===== src/rtl/ws2812_pkg.sv =====
// Shared FSM encoding and default WS2812 timing, in clk cycles (50 MHz gives a 1.4 us bit period and a 1 ms latch gap).
package ws2812_pkg;
    typedef enum logic [1:0] {IDLE, LOAD, DRIVE, LATCH} state_t;

    localparam int T_TOTAL = 70;
    localparam int T0H     = 20;
    localparam int T1H     = 50;
    localparam int T_RESET = 50000;
endpackage


===== src/rtl/ws2812_lane.sv =====
// One strip lane: shadow byte, MSB-first shift register and registered NRZ pulse encoder.
module ws2812_lane #(
    parameter int CW  = 7,
    parameter int T0H = ws2812_pkg::T0H,
    parameter int T1H = ws2812_pkg::T1H
) (
    input  logic          clk,
    input  logic          rst,
    input  logic          cap,
    input  logic [7:0]    din,
    input  logic          load,
    input  logic          shift_en,
    input  logic          drive_nxt,
    input  logic [CW-1:0] cnt_nxt,
    output logic          sd
);
    import ws2812_pkg::*;

    localparam logic [CW-1:0] H0 = CW'(T0H);
    localparam logic [CW-1:0] H1 = CW'(T1H);

    logic [7:0] shadow;
    logic [7:0] shift;
    logic [7:0] shift_nxt;

    // A capture landing on the same edge as the reload bypasses the shadow.
    always_comb begin
        shift_nxt = shift;
        if (load)
            shift_nxt = cap ? din : shadow;
        else if (shift_en)
            shift_nxt = {shift[6:0], 1'b0};
    end

    always_ff @(posedge clk or posedge rst) begin
        if (rst) begin
            shadow <= '0;
            shift  <= '0;
            sd     <= 1'b0;
        end else begin
            if (cap)
                shadow <= din;
            shift <= shift_nxt;
            sd    <= drive_nxt && (cnt_nxt < (shift_nxt[7] ? H1 : H0));
        end
    end
endmodule


===== src/rtl/ws2812_multi_driver.sv =====
// Drives NUM_STRIPS WS2812 strips in lockstep from one frame-buffer BRAM, prefetching each lane's next byte.
module ws2812_multi_driver #(
    parameter int NUM_STRIPS   = 4,
    parameter int NUM_LEDS     = 160,
    parameter int NUM_CHANNELS = 3,
    parameter int ADDR_WIDTH   = 13,
    parameter int T_TOTAL      = ws2812_pkg::T_TOTAL,
    parameter int T0H          = ws2812_pkg::T0H,
    parameter int T1H          = ws2812_pkg::T1H,
    parameter int T_RESET      = ws2812_pkg::T_RESET,
    parameter int MEM_LATENCY  = 2
) (
    input  logic                  clk,
    input  logic                  rst,
    input  logic                  start,
    input  logic                  continuous,
    output logic                  busy,
    output logic                  frame_done,
    output logic [ADDR_WIDTH-1:0] mem_addr,
    input  logic [7:0]            mem_dout,
    output logic [NUM_STRIPS-1:0] strip_do
);
    import ws2812_pkg::*;

    localparam int NB = NUM_LEDS * NUM_CHANNELS;
    localparam int F  = NUM_STRIPS + MEM_LATENCY;
    localparam int CW = $clog2(T_TOTAL);
    localparam int LW = $clog2(T_RESET);
    localparam int BW = $clog2(NB + 1);
    localparam int FW = $clog2(F + 1);

    localparam logic [CW-1:0] CNT_LAST  = CW'(T_TOTAL - 1);
    localparam logic [LW-1:0] LAT_LAST  = LW'(T_RESET - 1);
    localparam logic [BW-1:0] BYTE_LAST = BW'(NB - 1);
    localparam logic [BW-1:0] BYTE_PEN  = BW'(NB - 2);
    localparam logic [FW-1:0] F_LAST    = FW'(F - 1);
    localparam logic [FW-1:0] F_DONE    = FW'(F);

    state_t          state, state_nxt;
    logic [CW-1:0]   cnt, cnt_nxt;
    logic [2:0]      bit_idx, bit_nxt;
    logic [BW-1:0]   byte_idx, byte_nxt;
    logic [LW-1:0]   lat_cnt, lat_nxt;
    logic [FW-1:0]   fcnt, fcnt_nxt;
    logic [BW-1:0]   fbyte, fbyte_nxt;
    logic            load_shift, shift_en;
    logic [FW-1:0]   cap_idx;
    logic            cap_on;
    logic [ADDR_WIDTH-1:0] addr_nxt;

    // fcnt walks a fetch window: reads issue at 0..NUM_STRIPS-1, data lands MEM_LATENCY later.
    always_comb begin
        state_nxt  = state;
        cnt_nxt    = cnt;
        bit_nxt    = bit_idx;
        byte_nxt   = byte_idx;
        lat_nxt    = lat_cnt;
        fbyte_nxt  = fbyte;
        fcnt_nxt   = (state == IDLE || fcnt == F_DONE) ? fcnt : fcnt + FW'(1);
        load_shift = 1'b0;
        shift_en   = 1'b0;
        case (state)
            IDLE: if (start) begin
                state_nxt = LOAD;
                fcnt_nxt  = '0;
                fbyte_nxt = '0;
                cnt_nxt   = '0;
                bit_nxt   = '0;
                byte_nxt  = '0;
            end
            LOAD: if (fcnt == F_LAST) begin
                state_nxt  = DRIVE;
                load_shift = 1'b1;
                if (NB > 1) begin
                    fcnt_nxt  = '0;
                    fbyte_nxt = BW'(1);
                end
            end
            DRIVE: begin
                cnt_nxt = cnt + CW'(1);
                if (cnt == CNT_LAST) begin
                    cnt_nxt = '0;
                    if (bit_idx == 3'd7) begin
                        bit_nxt = '0;
                        if (byte_idx == BYTE_LAST) begin
                            state_nxt = LATCH;
                            byte_nxt  = '0;
                            lat_nxt   = '0;
                            fcnt_nxt  = '0;
                            fbyte_nxt = '0;
                        end else begin
                            byte_nxt   = byte_idx + BW'(1);
                            load_shift = 1'b1;
                            if (byte_idx != BYTE_PEN) begin
                                fcnt_nxt  = '0;
                                fbyte_nxt = byte_idx + BW'(2);
                            end
                        end
                    end else begin
                        bit_nxt  = bit_idx + 3'd1;
                        shift_en = 1'b1;
                    end
                end
            end
            LATCH: begin
                lat_nxt = lat_cnt + LW'(1);
                if (lat_cnt == LAT_LAST) begin
                    lat_nxt = '0;
                    if (continuous) begin
                        state_nxt  = DRIVE;
                        load_shift = 1'b1;
                        if (NB > 1) begin
                            fcnt_nxt  = '0;
                            fbyte_nxt = BW'(1);
                        end
                    end else begin
                        state_nxt = IDLE;
                    end
                end
            end
            default: state_nxt = IDLE;
        endcase
    end

    assign addr_nxt = ADDR_WIDTH'(fcnt_nxt) * ADDR_WIDTH'(NB) + ADDR_WIDTH'(fbyte_nxt);
    // Early fcnt values wrap above NUM_STRIPS, so one compare covers both window ends.
    assign cap_idx  = fcnt - FW'(MEM_LATENCY);
    assign cap_on   = (state != IDLE) && (cap_idx < FW'(NUM_STRIPS));

    always_ff @(posedge clk or posedge rst) begin
        if (rst) begin
            state      <= IDLE;
            cnt        <= '0;
            bit_idx    <= '0;
            byte_idx   <= '0;
            lat_cnt    <= '0;
            fcnt       <= '0;
            fbyte      <= '0;
            mem_addr   <= '0;
            busy       <= 1'b0;
            frame_done <= 1'b0;
        end else begin
            state      <= state_nxt;
            cnt        <= cnt_nxt;
            bit_idx    <= bit_nxt;
            byte_idx   <= byte_nxt;
            lat_cnt    <= lat_nxt;
            fcnt       <= fcnt_nxt;
            fbyte      <= fbyte_nxt;
            busy       <= (state_nxt != IDLE);
            frame_done <= (state_nxt == LATCH) && (lat_nxt == LAT_LAST);
            if (state_nxt != IDLE && fcnt_nxt < FW'(NUM_STRIPS))
                mem_addr <= addr_nxt;
        end
    end

    for (genvar s = 0; s < NUM_STRIPS; s++) begin : g_lane
        ws2812_lane #(.CW(CW), .T0H(T0H), .T1H(T1H)) u_lane (
            .clk       (clk),
            .rst       (rst),
            .cap       (cap_on && cap_idx == FW'(s)),
            .din       (mem_dout),
            .load      (load_shift),
            .shift_en  (shift_en),
            .drive_nxt (state_nxt == DRIVE),
            .cnt_nxt   (cnt_nxt),
            .sd        (strip_do[s])
        );
    end
endmodule


===== config.mk =====
export PLATFORM = sky130hd
export DESIGN_NAME = ws2812_multi_driver
export DESIGN_NICKNAME = d
export VERILOG_FILES = /design/src/rtl/ws2812_pkg.sv /design/src/rtl/ws2812_lane.sv /design/src/rtl/ws2812_multi_driver.sv
export SDC_FILE = /design/constraint.sdc
export NUM_CORES = 1
export LEC_CHECK = 0
export ABC_AREA = 1
export ABC_CLOCK_PERIOD_IN_PS = 6600
export BUFFER_PORTS_ARGS = -buffer_cell sky130_fd_sc_hd__buf_2
export CAP_MARGIN = 0
export CORE_ASPECT_RATIO = 1.5
export CORE_MARGIN = 2
export CORE_UTILIZATION = 50
export DETAILED_ROUTE_END_ITERATION = 6
export GPL_ROUTABILITY_DRIVEN = 0
export HOLD_SLACK_MARGIN = 0.12
export PLACE_DENSITY_LB_ADDON = 0.12
export SKIP_CTS_REPAIR_TIMING = 1
export SLEW_MARGIN = 20
export SYNTH_ARGS = -nofsm -noshare
export SYNTH_HDL_FRONTEND = slang
export SYNTH_SLANG_ARGS = --single-unit

===== constraint.sdc =====
create_clock -name clk -period 6.6 [get_ports clk]
set_input_delay 1.32 -clock clk [delete_from_list [all_inputs] [get_ports clk]]
set_output_delay 1.32 -clock clk [all_outputs]
set_load 0.005 [all_outputs]

==> results of run 1 <==
==> layout make-up <==
| class | instances | share of cell area |
|---|---|---|
| clock buffer | 18 | 0.0547 |
| tap | 192 | 0.0299 |
| inverter | 112 | 0.0532 |
| timing repair buffer | 33 | 0.0215 |
| sequential | 132 | 0.412 |
| multi-input combinational | 617 | 0.410 |
| clock inverter | 14 | 0.0186 |
==> cell usage after synthesis, types with 2 or more instances <==
master | n | area [µm²]
o21a_1 | 3 | 22.5
fa_1 | 4 | 80.1
o21ai_1 | 23 | 115
o22ai_1 | 2 | 12.5
clkbuf_1 | 2 | 7.51
nor2_1 | 49 | 184
inv_2 | 10 | 37.5
o311ai_0 | 2 | 17.5
a31oi_1 | 2 | 12.5
nand3b_1 | 2 | 15.0
nand2_1 | 267 | 1000
nor2_4 | 4 | 45.0
o21ai_0 | 50 | 250
nand3_2 | 4 | 40.0
dfrtp_1 | 132 | 3300
nand4_1 | 18 | 113
nor2_2 | 6 | 37.5
buf_2 | 7 | 35.0
nor3b_1 | 4 | 30.0
nand3_4 | 2 | 35.0
xor2_1 | 13 | 114
ha_1 | 31 | 388
a21oi_1 | 21 | 105
inv_1 | 100 | 375
nand2_2 | 12 | 75.1
a22o_1 | 4 | 35.0
o211ai_1 | 2 | 15.0
xnor2_1 | 3 | 26.3
nand3_1 | 67 | 335
nor3_1 | 6 | 30.0
buf_4 | 10 | 75.1
==> cells by family after synthesis <==
| kind of cell | after synthesis | share of synthesized area |
|---|---|---|
| AND/OR/NAND/NOR | 447 | 0.281 |
| buffers and inverters | 132 | 0.0774 |
| flip-flops | 132 | 0.462 |
| AO/OA/AOI/OAI | 118 | 0.0933 |
| adder cells (fa/ha/maj) | 35 | 0.0655 |
| XOR/XNOR | 16 | 0.0196 |
| multiplexers | 1 | 0.00140 |
==> report_power, final <==
part	switching (W)	internal (W)
combinational	0.0000252	0.00000668
sequential	0.00000207	0.000817
clock	0.000373	0.000570
total	0.000400	0.00139
==> path summary, 6_finish.rpt <==
path,end,cells past startpoint
hold reg to reg,mem_addr[0]$_DFFE_PP0P_,2
setup / recovery,mem_addr[10]$_DFFE_PP0P_,18
min in group asynchronous,g_lane[2].u_lane.shadow[5]$_DFF_PP0_,2
max in group asynchronous,lat_cnt[4]$_DFF_PP0_,3
hold / removal,mem_addr[0]$_DFFE_PP0P_,2
setup reg to reg,mem_addr[10]$_DFFE_PP0P_,21
==> worst max-delay path, stage by stage <==
cell and delay (ns):
buf_2 0.13, nand3_1 0.12, nand2_1 0.13, nand3_4 0.15, inv_2 0.04, nand2_2 0.08, inv_1 0.06, nor2_1 0.41
fa_1 0.51, inv_1 0.13, ha_1 0.20, fa_1 0.43, ha_1 0.33, inv_1 0.07, nor2_1 0.04, o21ai_0 0.28
xor2_1 0.18, o21ai_1 0.08
==> flip-flops by register name, summed over array words and instances (netlist names), 3 cells and up <==
| signal | cells |
|---|---|
| g_lane.u_lane.shadow | 32 |
| byte_idx | 9 |
| g_lane.u_lane.shift | 32 |
| fbyte | 9 |
| g_lane.u_lane.sd | 4 |
| cnt | 7 |
| mem_addr | 13 |
| fcnt | 3 |
| lat_cnt | 16 |
| bit_idx | 3 |
==> layer usage <==
layer | vias up | share of wire | wire [µm]
met3 | 28 | 0.032 | 515
met5 | - | 0 | 0
li1 | 2902 | - | -
met4 | 0 | 0.023 | 368
met1 | 2781 | 0.43 | 6850
met2 | 127 | 0.52 | 8290
==> per-stage QoR <==
stage	worst slack (ns)	cell area, µm²
finish	2.21	8020
global route	1.88	8020
CTS	2.20	8020
detailed placement	1.78	7440
global placement	1.92	7440
floorplan	1.75	7150
==> cells in the final DEF, fill, tap and decap left out, types with 2 or more instances in the layout <==
cell type,count
fa_1,4
nand2_1,267
nand4_1,18
inv_1,99
nor2_2,6
a21oi_1,21
inv_2,10
o311ai_0,2
bufinv_16,2
clkinv_4,2
nand3b_1,2
nand2_2,12
inv_4,2
nor2_4,4
buf_2,30
a22o_1,4
o211ai_1,2
clkinv_2,5
a31oi_1,2
nor3_1,6
nor2_1,49
inv_6,5
xor2_1,13
nand3_2,4
xnor2_1,3
o22ai_1,2
ha_1,31
nand3_1,67
dfrtp_1,132
buf_4,3
nand3_4,2
clkbuf_16,17
o21a_1,3
o21ai_1,23
o21ai_0,50
nor3b_1,4
==> results.json, run 1 <==
{
  "hp-class": "reg2reg",
  "drive_gt1_frac": 0.123,
  "syn_to_final_growth_pct": 12.2,
  "gr-usage-met2": 0.389,
  "antenna-diode-count": 0,
  "ys_seq_area_frac": 0.462,
  "p_total_w": 0.00179,
  "finalSetupViolations": 0,
  "yosys_most_used_dff": "dfrtp_1",
  "insertion_delay_ns": 0.42,
  "synth_fp_nets": 928,
  "regArea_um2": 3300,
  "hold_ws_ns": 0.482,
  "critPathCaptureType": "flop",
  "hpwl_um": 11500,
  "fp-row-count": 53,
  "ir_worst_vdd_mv": 0.160,
  "die_y_um": 150,
  "initial_core_util": 0.511,
  "relSlewSlack": 0.395,
  "skew_ns": 0.0117,
  "worstPathRequired_ns": 6.90,
  "num_vias": 5838,
  "viasPerCell": 5.22,
  "dp.cells": 1086,
  "start_kind": "input pin",
  "die_w_um": 102,
  "drtIter0Drc": 338,
  "cts_tree": "done",
  "grt_max_degree": 72,
  "io_pins": 31,
  "period_share": 0.665,
  "ys_warn_count": 0,
  "crit_path_start": "continuous",
  "ys_ff_latch": 132,
  "max_freq_ghz": 0.228,
  "path_class": "in2reg",
  "die_area_um2": 15300,
  "dr.pass1.iters": 5,
  "core_um2": 14000,
  "cts-root-buf": "clkbuf_16",
  "async_flop_share": 1.00,
  "cts.clk_slew.worst_paths_ns": 0.07,
  "grt_pass1_wl_um": 27500,
  "grt-ovfl-total": 0,
  "min_period_ns": 4.39,
  "netlist_instances": 881,
  "grtUsageMet1": 0.285,
  "ff2ff_setup_slack_ns": 2.23,
  "io_buffers": 30,
  "cts_sinks": 132,
  "nets": 960,
  "p_leak_nw": 4.07,
  "worst_pin_slew_ns": 0.908,
  "grt_pass1_vias": 5829,
  "final_max_slew_viol_count": 0,
  "htreeDepth": 4,
  "synth_cell_types": 50,
  "drt-total-wl_um": 16000,
  "avgSynthCellArea_um2": 8.12,
  "outcome": "finished, final reports clean",
  "fin_tns_setup_ns": 0,
  "met3_usage": 0.0381,
  "fillers": 1307,
  "numCtsBuffers": 17,
  "worstPathArrival_ns": 4.69,
  "finalHoldViolCount": 0,
  "multi_input_area_um2": 3290,
  "detail-route-antenna-nets": 0,
  "max_cap_violations": 0,
  "drt-wirelength-per-cell_um": 14.3,
  "cp_max_fo": 8,
  "grt_use_total": 0.228,
  "antenna_found_initial": 0,
  "p_per_area_nw_per_um2": 224,
  "rsz0062_at_grt": "no",
  "layout.cells.non_filler": 1118,
  "grt_busiest_layer": "met2",
  "rr_startpoint": "bit_idx[0]$_DFFE_PP0P_",
  "synth_edf_count": 0,
  "syn_area_um2": 7150,
  "post-route-drc-count": 0,
  "clockBufferDepth": 2,
  "min_from": "mem_addr[0]$_DFFE_PP0P_",
  "fin_util": 0.573
}
Note: power is estimated with default switching activity, not from simulation.
==> inputs of run 2 (changes only) <==
--- a/config.mk
+++ b/config.mk
@@ -5,8 +5,8 @@
 export SDC_FILE = /design/constraint.sdc
 export NUM_CORES = 1
 export LEC_CHECK = 0
-export ABC_AREA = 1
-export ABC_CLOCK_PERIOD_IN_PS = 6600
+export ABC_AREA = 0
+export ABC_CLOCK_PERIOD_IN_PS = 3700
 export BUFFER_PORTS_ARGS = -buffer_cell sky130_fd_sc_hd__buf_2
 export CAP_MARGIN = 0
 export CORE_ASPECT_RATIO = 1.5
==> constraint.sdc (replaced) <==
create_clock -name clk -period 3.7 [get_ports clk]
set_input_delay 0.74 -clock clk [delete_from_list [all_inputs] [get_ports clk]]
set_output_delay 0.74 -clock clk [all_outputs]
set_load 0.005 [all_outputs]
==> run 2 against run 1 <==
Against the previous run:
- sequential cell count did not move
- non-clock buffer count rose by 67
- cell area rose by 4.5%
- the flow now finishes with violations (setup timing)
- sequential power rose to 2.8 times the previous value
- wire length rose by 0.76%
- synthesized cell count fell by 29%
- critical endpoint is now mem_addr[12]$_DFFE_PP0P_
==> results.json, run 2 <==
{
  "grt_pass1_vias": 5463,
  "grt_max_degree": 53,
  "num_vias": 5199,
  "max_freq_ghz": 0.264,
  "ys_seq_area_frac": 0.480,
  "cts.clk_slew.worst_paths_ns": 0.06,
  "switching_power_w": 0.00317,
  "syn_to_final_growth_pct": 21.9,
  "p_leak_nw": 3.97,
  "hp-class": "in2async",
  "insertion_delay_ns": 0.43,
  "setup_slack_ns": -0.0926,
  "finalSetupViolations": 4,
  "rsz0062_at_grt": "yes",
  "synth_edf_count": 0,
  "start_kind": "flop",
  "fillers": 1095,
  "io_pins": 31,
  "initial_core_util": 0.511,
  "yosysMostFrequentCell": "dfrtp_1",
  "ys_warn_count": 0,
  "rr_startpoint": "cnt[1]$_DFF_PP0_",
  "ff2ff_setup_slack_ns": -0.09,
  "worst_pin_slew_ns": 0.918,
  "clkPwrFrac": 0.206,
  "min_period_ns": 3.79,
  "p_sw_frac": 0.375,
  "dr.pass1.iters": 5,
  "antenna_found_initial": 0,
  "outcome": "finished, violations left",
  "path_class": "reg2reg",
  "clockBufferDepth": 2,
  "p_total_w": 0.00846,
  "reg2reg_to": "mem_addr[12]$_DFFE_PP0P_",
  "antenna-diode-count": 0,
  "synth_cell_types": 69,
  "p_per_area_nw_per_um2": 1010,
  "yosys_most_used_dff": "dfrtp_1",
  "cp_slowest_stage_delay_ns": 0.56,
  "cts_tree": "done",
  "sequentialPowerShare": 0.271,
  "layout_commonest_cell": "dfrtp_1",
  "period_share": 1.03,
  "yosysTopAreaCell": "dfrtp_1",
  "cp_slowest_cell": "fa_1",
  "die_area_um2": 14700,
  "synth_fp_nets": 672,
  "synth_top_area_frac": 0.480,
  "relSlewSlack": 0.387,
  "drt-total-wl_um": 16200,
  "numCtsBuffers": 17,
  "p_int_w": 0.00529,
  "max_cap_violations": 0,
  "top_regs": "g_lane.u_lane.shadow: 32 flops, g_lane.u_lane.shift: 32 flops, lat_cnt: 16 flops",
  "grt_busiest_layer": "met2",
  "fin_util": 0.623,
  "grt_use_total": 0.235,
  "combPwrFrac": 0.523,
  "layout.cells.non_filler": 888,
  "postPlaceCellArea_um2": 7700,
  "cts-root-buf": "clkbuf_16",
  "met3_usage": 0.0430,
  "post-route-drc-count": 0,
  "ir_worst_vdd_mv": 1.24,
  "rr_worst_depth": 16,
  "cts_sinks": 132,
  "critPathCaptureType": "flop",
  "skew_ns": 0.0146,
  "netlist_instances": 625,
  "grt_pass1_wl_um": 27300,
  "avgSynthCellArea_um2": 11.0,
  "worstPathArrival_ns": 4.10,
  "ys_ff_latch": 132,
  "final_max_slew_viol_count": 0,
  "finalHoldViolCount": 0,
  "nets": 760,
  "synth.top_cells.by_area": "dfrtp_1 48%, mux2_2 7.5%, ha_1 5.6%, a221o_1 3.9%, and3_1 3.1%",
  "dp.cells": 853,
  "async_flop_share": 1.00,
  "fp-row-count": 52,
  "grtUsageMet1": 0.295,
  "hpwl_um": 11200,
  "final_cell_mix": "130 x dfrtp_1, 67 x buf_4, 47 x nand2_1, 43 x mux2_2, 35 x o21ai_0",
  "viasPerCell": 5.85,
  "core_um2": 13500,
  "drive_gt1_frac": 0.315,
  "gr-usage-met2": 0.403,
  "drtIter0Drc": 282,
  "io_buffers": 30,
  "die_w_um": 99.8,
  "htreeDepth": 4,
  "grt-ovfl-total": 0,
  "drt-wirelength-per-cell_um": 18.2,
  "die_y_um": 148,
  "worstPathCellList": "inv_1, ha_1, nor2b_2, nand3_2, a221o_1, nand2_4, nor2_4, fa_1, inv_2, ha_4, fa_1, ha_4, nor2b_4, o21a_1, and3_1, mux2_4",
  "final_area_um2": 8390,
  "detail-route-antenna-nets": 0,
  "cp_max_fo": 3,
  "violations": "setup timing",
  "worstPathRequired_ns": 4.01,
  "synth_commonest_cells": "132 x dfrtp_1, 48 x nand2_1, 46 x mux2_2, 35 x o21ai_0, 34 x and3_1",
  "syn_area_um2": 6880,
  "fin_tns_setup_ns": -0.247
}
[run 2: cell count changes in the layout (fill, tap and decap cells not counted), sizes merged, moves of 29 or more]
cell	previous run	this run
buf	33	100
nand3	73	28
o21ai	74	36
nor2	60	31
inv	116	33
nand2	280	48
mux2	0	46
and3	0	35
[run 2: power by group through the flow]
stage / sequential (W) / combinational (W) / clock, W
detailed placement: 0.00231 / 0.00424 / 0
global placement: 0.00229 / 0.00407 / 0
CTS: 0.00229 / 0.00427 / 0.00177
finish: 0.00229 / 0.00442 / 0.00174
global route: 0.00235 / 0.00491 / 0.00184
floorplan: 0.00226 / 0.00295 / 0
[run 2: critical path: cells and delay by family, from the launching register on]
| family | cells | cell delay [ns] |
|---|---|---|
| adder cells (fa/ha/maj) | 5 | 1.61 |
| AND/OR/NAND/NOR | 6 | 0.70 |
| AO/OA/AOI/OAI | 2 | 0.60 |
| flip-flops | 1 | 0.37 |
| multiplexers | 1 | 0.25 |
| buffers and inverters | 2 | 0.13 |
[run 2: final cells by class]
cell class              count  area [µm²]  area share
multi-input cells         439        3480       0.415
inverters                  23        90.1      0.0107
flip-flops and latches    132        3310       0.394
well taps                 162         203      0.0242
clock inverters            15         179      0.0213
repair buffers            100         704      0.0840
clock buffers              17         425      0.0507
[run 2: through the flow]
| stage | setup slack [ns] | hold slack, ns |
|---|---|---|
| 2_1_floorplan | -0.162 | 0.447 |
| 5_1_grt | -0.243 | 0.507 |
| 4_1_cts | -0.229 | 0.490 |
| 3_3_place_gp | -0.105 | 0.469 |
| 3_5_place_dp | -0.206 | 0.475 |
| 6_report | -0.0926 | 0.481 |
[run 2: cell families after synthesis]
family / synth area share
and+or+nand+nor: 0.173
DFF: 0.480
AOI/OAI and AO/OA: 0.132
muxes: 0.0898
buffers and inverters: 0.0373
adders and majority gates: 0.0680
xor gates and xnor gates: 0.0204
[run 2: worst max-delay path by stage]
stage                     slack, ns                  endpoint  cells past startpoint                    start
after floorplan               -0.16  mem_addr[10]$_DFFE_PP0P_                     17  byte_idx[0]$_DFFE_PP0P_
after global placement        -0.10  mem_addr[10]$_DFFE_PP0P_                     17  byte_idx[0]$_DFFE_PP0P_
after detailed placement      -0.21  mem_addr[10]$_DFFE_PP0P_                     16         cnt[1]$_DFF_PP0_
after CTS                     -0.23  mem_addr[10]$_DFFE_PP0P_                     16         cnt[1]$_DFF_PP0_
after global routing          -0.24  mem_addr[12]$_DFFE_PP0P_                     17  byte_idx[0]$_DFFE_PP0P_
final                         -0.09  mem_addr[12]$_DFFE_PP0P_                     16         cnt[1]$_DFF_PP0_
[run 2: metal layers]
metal / wire length (µm) / up-vias
met2: 8510 / 109
met5: 0 / -
met1: 6770 / 2588
met4: 363 / 0
li1: - / 2472
met3: 501 / 30
